==> src/rtl/if_stage_fetch_if.sv <==
// Signal bundle between the fetch stage, instruction memory, hazard/branch
// logic and the decode stage.
interface if_stage_fetch_if;
    logic        Stall;
    logic        Branch_Taken;
    logic [63:0] Branch_Target;
    logic [31:0] Instruction;
    logic [63:0] Inst_Address;
    logic [63:0] IF_ID_PC;
    logic [31:0] IF_ID_Instruction;
    logic        IF_ID_Valid;
    logic        Halted;
    logic [31:0] Fetch_Count;

    modport master (
        input  Stall, Branch_Taken, Branch_Target, Instruction,
        output Inst_Address, IF_ID_PC, IF_ID_Instruction, IF_ID_Valid,
               Halted, Fetch_Count
    );

    modport slave (
        output Stall, Branch_Taken, Branch_Target, Instruction,
        input  Inst_Address, IF_ID_PC, IF_ID_Instruction, IF_ID_Valid,
               Halted, Fetch_Count
    );
endinterface

==> src/rtl/if_stage_fetch.sv <==
// RV64 instruction-fetch stage: PC register, IF/ID pipeline register,
// stall/redirect handling, end-of-program halt detection and fetch counter.
module if_stage_fetch #(
    parameter logic [63:0] RESET_PC  = 64'h0,
    parameter logic [31:0] NOP_INST  = 32'h0000_0013,
    parameter logic [31:0] HALT_INST = 32'h0000_0063,
    parameter bit          HALT_EN   = 1'b1
) (
    input  logic              clk,
    input  logic              reset,
    if_stage_fetch_if.master  bus
);

    typedef enum logic {RUN, HALT} state_t;

    state_t      state, state_nxt;
    logic [63:0] pc_p0, pc_nxt;
    logic [63:0] ifid_pc_p1, ifid_pc_nxt;
    logic [31:0] ifid_ins_p1, ifid_ins_nxt;
    logic        vld_p1, vld_nxt;
    logic [31:0] count, count_nxt;
    logic        halt_word;

    function automatic logic [31:0] sat_inc(input logic [31:0] c);
        return (c == 32'hFFFF_FFFF) ? c : c + 32'd1;
    endfunction

    assign halt_word = HALT_EN && (bus.Instruction == HALT_INST);

    // Next-state: redirect beats stall; a halted stage ignores stall and only emits bubbles.
    always_comb begin
        state_nxt    = state;
        pc_nxt       = pc_p0;
        ifid_pc_nxt  = ifid_pc_p1;
        ifid_ins_nxt = ifid_ins_p1;
        vld_nxt      = vld_p1;
        count_nxt    = count;
        if (bus.Branch_Taken) begin
            pc_nxt       = bus.Branch_Target & ~64'h3;
            ifid_pc_nxt  = 64'h0;
            ifid_ins_nxt = NOP_INST;
            vld_nxt      = 1'b0;
            state_nxt    = RUN;
        end else if (state == HALT) begin
            ifid_pc_nxt  = 64'h0;
            ifid_ins_nxt = NOP_INST;
            vld_nxt      = 1'b0;
        end else if (!bus.Stall) begin
            ifid_pc_nxt  = pc_p0;
            ifid_ins_nxt = bus.Instruction;
            vld_nxt      = 1'b1;
            count_nxt    = sat_inc(count);
            if (halt_word) begin
                state_nxt = HALT;
            end else begin
                pc_nxt = pc_p0 + 64'd4;
            end
        end
    end

    // Fetch / IF-ID boundary
    always_ff @(posedge clk) begin
        if (reset) begin
            state       <= RUN;
            pc_p0       <= RESET_PC;
            ifid_pc_p1  <= 64'h0;
            ifid_ins_p1 <= NOP_INST;
            vld_p1      <= 1'b0;
            count       <= 32'h0;
        end else begin
            state       <= state_nxt;
            pc_p0       <= pc_nxt;
            ifid_pc_p1  <= ifid_pc_nxt;
            ifid_ins_p1 <= ifid_ins_nxt;
            vld_p1      <= vld_nxt;
            count       <= count_nxt;
        end
    end

    assign bus.Inst_Address      = pc_p0;
    assign bus.IF_ID_PC          = ifid_pc_p1;
    assign bus.IF_ID_Instruction = ifid_ins_p1;
    assign bus.IF_ID_Valid       = vld_p1;
    assign bus.Halted            = (state == HALT);
    assign bus.Fetch_Count       = count;

endmodule
==> src/flat_wrapper.sv <==
// flat-port wrapper written by rule: the top's interface ports become plain ports
module if_stage_fetch_flat 
#(
    parameter logic [63:0] RESET_PC  = 64'h0,
    parameter logic [31:0] NOP_INST  = 32'h0000_0013,
    parameter logic [31:0] HALT_INST = 32'h0000_0063,
    parameter bit          HALT_EN   = 1'b1
)
  (clk, reset, bus_Stall, bus_Branch_Taken, bus_Branch_Target, bus_Instruction, bus_Inst_Address, bus_IF_ID_PC, bus_IF_ID_Instruction, bus_IF_ID_Valid, bus_Halted, bus_Fetch_Count);
  if_stage_fetch_if bus_i ();
  input  logic clk;
  input  logic reset;
  input wire logic [$bits(bus_i.Stall)-1:0] bus_Stall;
  input wire logic [$bits(bus_i.Branch_Taken)-1:0] bus_Branch_Taken;
  input wire logic [$bits(bus_i.Branch_Target)-1:0] bus_Branch_Target;
  input wire logic [$bits(bus_i.Instruction)-1:0] bus_Instruction;
  output wire logic [$bits(bus_i.Inst_Address)-1:0] bus_Inst_Address;
  output wire logic [$bits(bus_i.IF_ID_PC)-1:0] bus_IF_ID_PC;
  output wire logic [$bits(bus_i.IF_ID_Instruction)-1:0] bus_IF_ID_Instruction;
  output wire logic [$bits(bus_i.IF_ID_Valid)-1:0] bus_IF_ID_Valid;
  output wire logic [$bits(bus_i.Halted)-1:0] bus_Halted;
  output wire logic [$bits(bus_i.Fetch_Count)-1:0] bus_Fetch_Count;
  assign bus_i.Stall = bus_Stall;
  assign bus_i.Branch_Taken = bus_Branch_Taken;
  assign bus_i.Branch_Target = bus_Branch_Target;
  assign bus_i.Instruction = bus_Instruction;
  assign bus_Inst_Address = bus_i.Inst_Address;
  assign bus_IF_ID_PC = bus_i.IF_ID_PC;
  assign bus_IF_ID_Instruction = bus_i.IF_ID_Instruction;
  assign bus_IF_ID_Valid = bus_i.IF_ID_Valid;
  assign bus_Halted = bus_i.Halted;
  assign bus_Fetch_Count = bus_i.Fetch_Count;
  if_stage_fetch #(.RESET_PC(RESET_PC), .NOP_INST(NOP_INST), .HALT_INST(HALT_INST), .HALT_EN(HALT_EN)) u_core (.clk(clk), .reset(reset), .bus(bus_i));
endmodule
==> config.mk <==
export PLATFORM = sky130hd
export DESIGN_NAME = if_stage_fetch_flat
export DESIGN_NICKNAME = d
export VERILOG_FILES = /design/src/rtl/if_stage_fetch_if.sv /design/src/rtl/if_stage_fetch.sv /design/src/flat_wrapper.sv
export SDC_FILE = /design/constraint.sdc
export NUM_CORES = 1
export LEC_CHECK = 0
export CORE_MARGIN = 2
export CORE_UTILIZATION = 47
export DETAILED_ROUTE_END_ITERATION = 7
export GPL_TIMING_DRIVEN = 0
export PLACE_DENSITY = 0.91
export SLEW_MARGIN = 10
export SYNTH_ARGS = -nofsm -noshare
export SYNTH_HDL_FRONTEND = slang
export SYNTH_SLANG_ARGS = --single-unit
==> constraint.sdc <==
create_clock -name clk -period 2.9 [get_ports clk]
set_input_delay 0.58 -clock clk [delete_from_list [all_inputs] [get_ports clk]]
set_output_delay 0.58 -clock clk [all_outputs]
set_load 0.01 [all_outputs]
==> key figures <==
Logic synthesis
  – Number of synthesized flops with an enable pin: 0
  – Largest family of logic cells by synthesized area: simple AND/OR/NAND/NOR gates
  – Synth unique cells: 65
  – Syn avg cell area: 8.81 µm²
  – Post-Synth Simple-Gate Area: 0.254
  – Cells after Synth: slightly above 1k
  – Sequential-to-total area share from yosys stat: 0.421
  – Top FF cell, synth: dfxtp_1
  – Flops & latches, synth: 190
  – XOR/XNOR share of the synthesized area: 0.0136
  – Compound-Gate Fraction of Synth Area: 0.152
  – FFs w/ async S/R, synth: 0
  – Yosys warns: 0
  – Mux cell area share after synthesis: 0.115
  – Mapped cell area: 0.00904 mm²
  – Post-Synth Adder-Cell Area: 0.00277

Pwr
  – Tot Pwr: 6.16 mW
  – Seq pwr share: 0.462
  – PwrDens: roughly 480 mW/mm²
  – Logic pwr share: 0.131
  – LEAKAGE: 4.43 nW
  – Clk network pwr share: 0.407
  – Switch share: 0.268
  – Internal: 4.51 mW
  – Peak VDD IR: 0.000433 V
  – Psw: 1.65 mW

Critical path
  – CP Capture Type: flip-flop
  – Crit path arrival time: 3.23 ns
  – Critical path startpoint category: input port
  – CP required: 3.24 ns
  – CP max FO: 10
  – Critical path class: in2reg

Route
  – DRC viols: 1
  – Routed wire length: 34,700 µm
  – DRT Pass-1 Iters: 8
  – Drt via density: 6.21
  – Via Count: about 9.9k
  – Routed length per instance: 21.9 µm
  – Antenna viol nets, final: 0
  – Drt initial violations: about 950

Finish
  – Share of cells above drive strength 1: 0.0615
  – Filler Cells Inserted: about 1.4k
  – Design Area, Final: 0.0129 mm²
  – Final Util: 0.688
  – Layout Nets: 1,439
  – Layout area overhead: 42.9%

Die
  – I/O pin total: 294
  – Core ar.: 0.0188 mm²
  – Row count: 50
  – Die Ht: 143 µm
  – Die area: 0.0204 mm²
  – Starting Density: 0.482
  – Die width: 143 µm

GRT
  – Initial antenna violation count: 4
  – Total track usage: 0.326
  – Vias in the first global route: between 9k and 10k
  – Grt ovf: 0
  – Pin count of the biggest net entering global routing: 19
  – Global-route wire length before repair: 51,500 µm

Clock network
  – Sink Count: 190
  – H-tree levels: 4
  – Max clock buf depth: 2
  – CTS clk-pin slew, worst paths: about 0.070 ns
  – Clk_lat worst skew: 0.44 ns
  – CTS tree: yes
  – CTS Buf Count: 17
  – Clk root buf: clkbuf_16

Run status
  – Violated checks: design-rule violations
  – Status: complete, but fails checks

STA
  – Skew final: 0.0111 ns
  – Setup ws final: 0.00433 ns
  – Minimum clock period: 2.90 ns
  – Fin crit share: 0.999
  – Slew Limit Headroom: 0.391
  – Worst-margin pin slew: 0.913 ns
  – Final number of setup-violating endpoints: 0
  – Fin. Hold Viols: 0
  – Hold slack: 0.485 ns
  – Final slew viol count: 0
  – Highest Clock Rate: 345 MHz

Place
  – Detail Placement HPWL: 25,800 µm
  – Post-DP Area: 0.0122 mm²
  – PortBufs: approximately 290
  – RD Place Congestion: 0.931
  – Pre-CTS setup slack: -0.741 ns

Min path
  – Worst hold path type: reg2reg

Run
  – Max Cap Violations: 0
-- worst paths after layout --
check | endpoint | from | slack (ns) | cells after the start
setup / recovery | u_core.bus.Inst_Address[31] | bus_Instruction[4] | 0.004 | 8
hold / removal | u_core.bus.IF_ID_Valid | u_core.bus.IF_ID_Valid | 0.49 | 2
setup reg to reg | u_core.bus.Inst_Address[47] | u_core.bus.Inst_Address[32] | 0.18 | 5
hold reg to reg | u_core.bus.IF_ID_Valid | u_core.bus.IF_ID_Valid | 0.49 | 2
-- power groups by stage --
stage | Combinational (mW) | Clock [mW] | Sequential, mW
2_1_floorplan | 0.313 | 0 | 2.90
3_3_place_gp | 0.771 | 0 | 2.89
3_5_place_dp | 0.788 | 0 | 2.90
4_1_cts | 0.795 | 2.52 | 2.84
5_1_grt | 0.854 | 2.62 | 2.85
6_report | 0.808 | 2.51 | 2.85
-- cells by family after synthesis --
family,count (synthesis)
simple gates,437
flops,190
compound gates,185
mux,103
buf+inv,94
xor+xnor,14
fa+ha+maj,2
other cells,1
-- timing repair --
| item | in CTS | in global routing |
|---|---|---|
| endpoints found under the setup margin | 28 | 28 |
| resized for setup | 2 | 8 |
| hold buffers | 0 | 0 |
| buffers inserted | 3 | 3 |
| gates cloned | 0 | 0 |
| pin swaps | 2 | 2 |
-- synth_stat cells (all sizes together), types with 13 or more instances --
| cell | number | area share |
|---|---|---|
| a211oi | 16 | 0.014 |
| nand3 | 43 | 0.024 |
| nand4 | 29 | 0.022 |
| or4 | 32 | 0.027 |
| nor2 | 165 | 0.069 |
| o21ai | 34 | 0.019 |
| o31ai | 29 | 0.024 |
| nor3 | 22 | 0.012 |
| nor4 | 24 | 0.020 |
| mux2i | 95 | 0.11 |
| nand2 | 44 | 0.018 |
| a311oi | 29 | 0.028 |
| nor4b | 13 | 0.013 |
| or3 | 23 | 0.016 |
| clkbuf | 55 | 0.023 |
| buf | 20 | 0.011 |
| inv | 19 | 0.0079 |
| a21oi | 27 | 0.015 |
| dfxtp | 190 | 0.42 |
-- per-layer routing --
metal  wire [µm]  GRT usage
met5          12          0
met4        1760      0.175
met3        3840     0.0926
met2       16400      0.553
met1       12700      0.371
-- cell usage in the layout (no fill, tap or decap), types with 18 or more instances in the layout --
cell,instances
or3_1,23
a311oi_1,29
o21ai_0,32
clkbuf_1,52
o31ai_1,29
or4_1,32
inv_1,18
nand4_1,27
a21oi_1,27
clkdlybuf4s50_1,285
dfxtp_1,190
nand2_1,44
nand3_1,43
nor2_1,164
mux2i_1,95
nor3_1,22
-- flip-flops by register name, summed over array words and instances (netlist names) --
name / cells
u_core.bus.IF_ID_Instruction: 32
u_core.bus.IF_ID_PC: 62
u_core.bus.IF_ID_Valid: 1
u_core.bus.Halted: 1
u_core.bus.Fetch_Count: 32
u_core.bus.Inst_Address: 62
-- stage by stage --
stage / TNS, ns / std cells
5_1_grt: -0.248 / 1586
3_3_place_gp: -20.78 / 1548
6_report: 0 / 1587
3_5_place_dp: -29.21 / 1548
2_1_floorplan: 0 / 1029
4_1_cts: 0 / 1582
-- critical path, stage by stage --
cell and delay, ns:
clkdlybuf4s50_1 0.49, nor4bb_1 0.50, nand4_1 0.19, buf_4 0.22
o2111ai_4 0.40, buf_2 0.39, o31ai_1 0.14, a311oi_1 0.32
-- final cells by class --
type | count | area [µm²] | area share
Sequential cell | 190 | 3800 | 0.294
Multi-Input combinational cell | 745 | 4920 | 0.381
Tap cell | 234 | 293 | 0.0227
Inverter | 19 | 71.3 | 0.00552
Timing Repair Buffer | 291 | 2900 | 0.224
Antenna cell | 4 | 10.0 | 0.000775
Clock buffer | 17 | 425 | 0.0329
Clock inverter | 14 | 193 | 0.0149
Buffer | 73 | 302 | 0.0233
Note: power is estimated with default switching activity, not from simulation.
